[config.mk]
export PLATFORM = sky130hd
export DESIGN_NAME = spi_link
export DESIGN_NICKNAME = d
export VERILOG_FILES = /design/src/rtl/fcart_pkg.sv /design/src/rtl/spi_link_sync_ff.sv /design/src/rtl/spi_link.sv
export SDC_FILE = /design/constraint.sdc
export NUM_CORES = 1
export LEC_CHECK = 0
export ABC_AREA = 1
export BUFFER_PORTS_ARGS = -buffer_cell sky130_fd_sc_hd__buf_4
export CAP_MARGIN = 20
export CORE_UTILIZATION = 58
export CTS_BUF_LIST = sky130_fd_sc_hd__clkbuf_8
export DETAILED_ROUTE_END_ITERATION = 8
export HOLD_SLACK_MARGIN = 0.12
export PLACE_DENSITY = 0.81
export SLEW_MARGIN = 20
export SYNTH_ARGS = -nofsm -noshare
export SYNTH_HDL_FRONTEND = slang
export SYNTH_SLANG_ARGS = --single-unit
[constraint.sdc]
create_clock -name clk -period 1.75 [get_ports clk]
set_input_delay 0.525 -clock clk [delete_from_list [all_inputs] [get_ports clk]]
set_output_delay 0.525 -clock clk [all_outputs]
set_load 0.02 [all_outputs]
[src/rtl/fcart_pkg.sv]
// Shared definitions for the cartridge SPI link and its consumers.
//   BYTE_W / CNT_W : serial byte width and bit-counter width.
//   CMD_*          : command byte codes carried in the first byte of a
//                    transaction, decoded by the consumer of spi_link.
package fcart_pkg;

    localparam int BYTE_W = 8;
    localparam int CNT_W  = 3;

    localparam logic [BYTE_W-1:0] CMD_READ_MEM  = 8'h00;
    localparam logic [BYTE_W-1:0] CMD_WRITE_MEM = 8'h01;
    localparam logic [BYTE_W-1:0] CMD_READ_REG  = 8'h02;
    localparam logic [BYTE_W-1:0] CMD_WRITE_REG = 8'h03;

endpackage

[src/rtl/spi_link_sync_ff.sv]
// Pad-input synchronizer: a DEPTH-long flip-flop chain that brings an
// asynchronous pin into the clk domain.
//   clk, reset_n : system clock, synchronous active-low reset
//   d            : asynchronous pad input
//   q            : synchronized output (DEPTH clk cycles of latency)
// On reset every stage holds RST_VAL so the output looks like an idle pin.
module sync_ff #(
    parameter int   DEPTH   = 2,
    parameter logic RST_VAL = 1'b0
) (
    input  logic clk,
    input  logic reset_n,
    input  logic d,
    output logic q
);

    logic [DEPTH-1:0] stages;

    always_ff @(posedge clk) begin
        if (!reset_n) begin
            stages <= {DEPTH{RST_VAL}};
        end else begin
            stages <= (stages << 1) | DEPTH'(d);
        end
    end

    assign q = stages[DEPTH-1];

endmodule

[src/rtl/spi_link.sv]
// SPI mode-0 slave link (MSB first) running entirely in the clk domain.
//   clk, reset_n        : system clock, synchronous active-low reset
//   spi_sck/cs_n/mosi   : asynchronous pads from the MCU
//   spi_miso/miso_oe    : serial reply and its pad output enable
//   start               : 1-cycle pulse at each transaction start
//   rd_data/rd_valid    : last received byte and its 1-cycle update pulse
//   wr_valid/wr_data    : request for the next reply byte / the reply byte;
//                         wr_data must be stable by the sck falling edge
//                         that closes the byte which raised wr_valid
module spi_link
    import fcart_pkg::*;
#(
    parameter int SYNC_STAGES  = 2,
    parameter int MIN_HALF_SCK = 4
) (
    input  logic              clk,
    input  logic              reset_n,
    input  logic              spi_sck,
    input  logic              spi_cs_n,
    input  logic              spi_mosi,
    output logic              spi_miso,
    output logic              spi_miso_oe,
    output logic              start,
    output logic [BYTE_W-1:0] rd_data,
    output logic              rd_valid,
    output logic              wr_valid,
    input  logic [BYTE_W-1:0] wr_data
);

    localparam int HOLD_W = $clog2(SYNC_STAGES + 1);

    // Edge detection needs every sck level to be seen at least once by the
    // synchronized copy and its delayed copy.
    if (SYNC_STAGES < 1 || MIN_HALF_SCK < 2) begin : g_param_check
        $error("spi_link: SYNC_STAGES must be >= 1 and MIN_HALF_SCK >= 2");
    end

    logic cs_sync, sck_sync, mosi_sync;

    sync_ff #(.DEPTH(SYNC_STAGES), .RST_VAL(1'b1)) u_sync_cs (
        .clk(clk), .reset_n(reset_n), .d(spi_cs_n), .q(cs_sync));
    sync_ff #(.DEPTH(SYNC_STAGES), .RST_VAL(1'b0)) u_sync_sck (
        .clk(clk), .reset_n(reset_n), .d(spi_sck), .q(sck_sync));
    sync_ff #(.DEPTH(SYNC_STAGES), .RST_VAL(1'b0)) u_sync_mosi (
        .clk(clk), .reset_n(reset_n), .d(spi_mosi), .q(mosi_sync));

    // ---- stage p0: delayed copies, edge detect, arming ----
    logic              cs_dly_p0, sck_dly_p0;
    logic [HOLD_W-1:0] holdoff;
    logic              armed;

    // After reset the synchronizers hold idle values that do not reflect
    // the pins. The link only arms once the flushed chain shows cs_n high,
    // so a reset in the middle of a transaction cannot fake a cs_n fall.
    always_ff @(posedge clk) begin
        if (!reset_n) begin
            cs_dly_p0  <= 1'b1;
            sck_dly_p0 <= 1'b0;
            holdoff    <= HOLD_W'(SYNC_STAGES);
            armed      <= 1'b0;
        end else begin
            cs_dly_p0  <= cs_sync;
            sck_dly_p0 <= sck_sync;
            if (holdoff != '0) begin
                holdoff <= holdoff - HOLD_W'(1);
            end
            armed <= armed | ((holdoff == '0) & cs_sync);
        end
    end

    logic cs_fall, cs_rise, in_xfer, sck_rise, sck_fall;

    assign cs_fall  = armed & ~cs_sync & cs_dly_p0;
    assign cs_rise  = armed & cs_sync & ~cs_dly_p0;
    assign in_xfer  = armed & ~cs_sync;
    // A cs_n fall in the same cycle masks any sck edge.
    assign sck_rise = in_xfer & ~cs_fall & sck_sync & ~sck_dly_p0;
    assign sck_fall = in_xfer & ~cs_fall & ~sck_sync & sck_dly_p0;

    // ---- stage p1: bit counter, rx/tx shift, byte completion ----
    logic [CNT_W-1:0]  bit_cnt;
    logic [BYTE_W-2:0] rx_shift;
    logic [BYTE_W-1:0] tx_shift;
    logic              tx_load;
    logic              vld_p1;

    always_ff @(posedge clk) begin
        if (cs_fall) begin
            rx_shift <= '0;
        end else if (sck_rise) begin
            rx_shift <= {rx_shift[BYTE_W-3:0], mosi_sync};
        end
    end

    always_ff @(posedge clk) begin
        if (!reset_n) begin
            bit_cnt     <= '0;
            tx_load     <= 1'b0;
            tx_shift    <= '0;
            rd_data     <= '0;
            vld_p1      <= 1'b0;
            start       <= 1'b0;
            rd_valid    <= 1'b0;
            wr_valid    <= 1'b0;
            spi_miso    <= 1'b0;
            spi_miso_oe <= 1'b0;
        end else begin
            start  <= cs_fall;
            vld_p1 <= sck_rise & (bit_cnt == CNT_W'(BYTE_W - 1));

            if (cs_fall || cs_rise) begin
                bit_cnt <= '0;
                tx_load <= 1'b0;
            end else if (sck_rise) begin
                bit_cnt <= bit_cnt + CNT_W'(1);
                if (bit_cnt == CNT_W'(BYTE_W - 1)) begin
                    rd_data <= {rx_shift, mosi_sync};
                    tx_load <= 1'b1;
                end
            end else if (sck_fall) begin
                tx_load <= 1'b0;
            end

            // The falling edge right after a completed byte places the
            // reply MSB on MISO ahead of the next byte's first rising edge.
            if (cs_fall) begin
                tx_shift <= '0;
            end else if (sck_fall) begin
                tx_shift <= tx_load ? wr_data : (tx_shift << 1);
            end

            // ---- stage p2: output pulses and MISO pad ----
            rd_valid    <= vld_p1;
            wr_valid    <= rd_valid;
            spi_miso_oe <= in_xfer;
            spi_miso    <= in_xfer & ~cs_fall & tx_shift[BYTE_W-1];
        end
    end

endmodule

==> summary.txt <==
Clock network
  – CTS Hold Bufs: 0
  – Clk slew on worst S/H paths: approximately 80 ps
  – Worst-skew pair later-pin latency: about 300 ps
  – Clock Sinks: 44
  – CTS H-Tree Depth: 2
  – Cts bufs inserted: 5
  – Root Driver: clkbuf_8
  – Gates resized, CTS repair: 0
  – CTS tree: yes
  – Clock tree buffer depth: 2
  – Setup bufs post-CTS: 0

Layout
  – Non-filler cells, final: slightly above 300
  – Final #Nets: between 200 and 300
  – Share of layout cells above drive strength 1: 0.1581
  – Number of inserted diodes: 0
  – Layout filler cell count: between 200 and 250
  – P&R area growth vs syn: 16.92%
  – Final core occ: 0.7337

Logic synthesis
  – Largest family of logic cells by synthesized area: simple AND/OR/NAND/NOR gates
  – Post-synthesis cell count: between 200 and 250
  – Sequential cell area fraction in the yosys report: 0.5004
  – Largest cells by area after synthesis: dfxtp_1 (50%), inv_1 (10%), nand2_1 (10%)
  – Synth warnings: 0
  – Flops & latches, synth: between 40 and 50
  – Synth Area in Adders: 0.02132
  – Cell Area, Synth: about 0.0018 mm^2
  – Post-Synth XOR/XNOR Area: 0
  – Post-Syn Nets: roughly 260
  – Yosys top cell area share: 0.5004
  – Synth Area in Compound Gates: 0.08244
  – Synth unique cells: 18
  – Mux contribution to synthesized area: 0
  – Syn avg cell area: 7.245 um^2
  – Simple-gate area share of the yosys netlist: 0.2701
  – Dominant cell type by area after synthesis: dfxtp_1

Critical path
  – CP max stage delay: 370 ps
  – Reg2reg start: bit_cnt[0]
  – CP max stage cell: dfxtp_1
  – Delay-heaviest family, CP: adder cells
  – Reg2reg end: rd_data[7]
  – R2R depth: 6
  – Startpoint Class: flop
  – CP required: between 1500 and 2000 ps
  – Crit. End Element: flop
  – Critical path data arrival time: roughly 1700 ps
  – Crit Path Category: flop to flop
  – Worst Path Buf+Inv: 1
  – Crit-path max FO: 10
  – FF-to-FF setup slack: around 250 ps
  – Crit-path cells: ha_1 -> ha_1 -> nand3_2 -> nand2_1 -> inv_1 -> nor2_1
  – Crit-path most repeated cell: ha_1

Min path
  – Hold Path Cell Cnt: 3
  – Hold Crit Endpoint: u_sync_mosi.stages[0]
  – Worst Hold Launch: spi_mosi
  – Hold WC Path Type: input port to flop

GRT
  – First-pass GRT wire length: roughly 5700 um
  – Overflow after GRT: 0
  – Largest net degree at the start of global routing: 21
  – Antenna violations before repair: 0
  – Total GRT Usage: 0.2327
  – Vias in the first global route: 1313

STA
  – Fin crit share: 0.8578
  – Setup_tns: 0 ps
  – Final Hold Violating Endpoints: 0
  – RSZ-0062 raised after global routing: no
  – Clock skew: about 5.3 ps
  – Worst-Margin Slew: 459.1 ps
  – Fmax: roughly 0.67 GHz
  – Setup violators final: 0
  – Slew Limit Fails: 0
  – Tmin final: between 1500 and 2000 ps
  – Max transition margin: 0.6935

Placement
  – DP Wirelength: approximately 2000 um
  – GPL Wtd Cong: around 0.79
  – Port bufs: 25
  – Placed Cells: between 200 and 300

Route
  – Vias/cell: approximately 4.8
  – Routed wire per std cell: slightly above 10 um
  – DRT iter0 DRCs: 55
  – Vias: 1468
  – Antenna-violating nets left: 0
  – WL final: a little over 3000 um
  – DRT Pass-1 Iters: 6
  – DRC viols: 2

Status
  – Outcome: finished with violations
  – Failing checks: DRC

Die
  – Io pins: 26
  – Initial Util: 0.6276
  – Core ar.: 0.002805 mm^2
  – Overall die height: 57.09 um
  – Total die area: 0.003259 mm^2
  – Die W: roughly 57 um
  – Row cnt: 19

Power
  – Pwr dens: 891.5 mW/mm^2
  – Max VDD drop: 0.7735 mV
  – P_leak: approximately 0.0011 uW

Flow run
  – MaxCap Viol Count: 0
==> cell type report <==
| cell class | instances | area, um^2 | share of cell area |
|---|---|---|---|
| Tap cell | 31 | 38.79 | 0.01885 |
| Clock buffer | 6 | 82.58 | 0.04012 |
| Sequential cell | 44 | 880.8 | 0.4280 |
| Timing Repair Buffer | 27 | 202.7 | 0.09848 |
| Clock inverter | 2 | 11.26 | 0.005471 |
| Inverter | 49 | 183.9 | 0.08936 |
| Multi-Input combinational cell | 144 | 658.1 | 0.3198 |
==> layer usage <==
| metal | wire length [um] | vias up | global-route usage |
|---|---|---|---|
| met5 | 0 | - | 0 |
| met4 | 104 | 0 | 0.1568 |
| met3 | 127 | 10 | 0.04762 |
| met2 | 1348 | 32 | 0.3513 |
| met1 | 1538 | 640 | 0.3014 |
| li1 | - | 786 | - |
==> worst max-delay path by stage <==
stage | start | end | cells past startpoint
global route | bit_cnt[0] | rd_data[2] | 6
global placement | bit_cnt[0] | rd_data[0] | 6
detailed placement | bit_cnt[0] | rd_data[5] | 6
floorplan | bit_cnt[0] | rd_data[0] | 7
CTS | bit_cnt[0] | rd_data[7] | 6
finish | bit_cnt[0] | rd_data[7] | 6
==> cells in the final DEF, fill, tap and decap left out <==
cell        instances
nand2_4             2
a21oi_1             6
clkbuf_8            6
nor2_2              2
nand3_2             1
o21ai_0            23
nand4_1             8
inv_1              48
nor2_1             47
or2_2               2
nand3_1             3
inv_2               2
ha_1                3
dfxtp_1            44
clkinvlp_4          1
nand2_1            47
buf_4              27
==> synth_stat cells <==
cell type / instances
nand2_1: 47
buf_4: 1
buf_2: 3
nor2_2: 2
inv_1: 47
nand3_1: 3
nand4_1: 8
o21ai_0: 23
ha_1: 3
nor2_1: 47
buf_6: 1
clkbuf_1: 1
nand2_4: 2
inv_2: 2
a21oi_1: 6
nand3_2: 1
or2_2: 2
dfxtp_1: 44
==> worst reg2reg max path, cell delays in order (launching register included) <==
cell,delay (ps)
dfxtp_1,370
ha_1,160
ha_1,350
nand3_2,290
nand2_1,130
inv_1,50
nor2_1,90
==> through the flow <==
step           total power, uW  instance area [um^2]  hold WS, ps  setup slack (ps)
3_5_place_dp              1210                  1964        398.8             279.8
5_1_grt                   1912                  2058        415.1             113.2
4_1_cts                   1849                  2058        398.8             248.0
6_report                  1835                  2058        403.0             248.8
3_3_place_gp              1203                  1964        394.3             308.5
2_1_floorplan             1162                  1760        390.5             440.6
==> state kept, by name, summed over array words and instances, names as in the netlist <==
name,count
rd_data,8
tx_shift,8
rx_shift,7
bit_cnt,3
holdoff,2
u_sync_cs.stages,2
u_sync_mosi.stages,2
u_sync_sck.stages,2
armed,1
cs_dly_p0,1
rd_valid,1
sck_dly_p0,1
spi_miso,1
spi_miso_oe,1
start,1
tx_load,1
vld_p1,1
wr_valid,1
==> kinds of logic (layout without fill, tap and decap cells) <==
family / Yosys count / count (layout)
buf+inv: 55 / 84
simple gates: 112 / 112
compound gates: 29 / 29
fa+ha+maj: 3 / 3
flops: 44 / 44
==> power breakdown <==
part | internal (uW) | leakage (uW) | switching [uW] | total, uW
Sequential | 1040 | 0.000357 | 22.5 | 1060
Clock | 315 | 0.0000486 | 335 | 650
Combinational | 53.6 | 0.000652 | 71.4 | 125
Power figures use the tool's default switching activity.
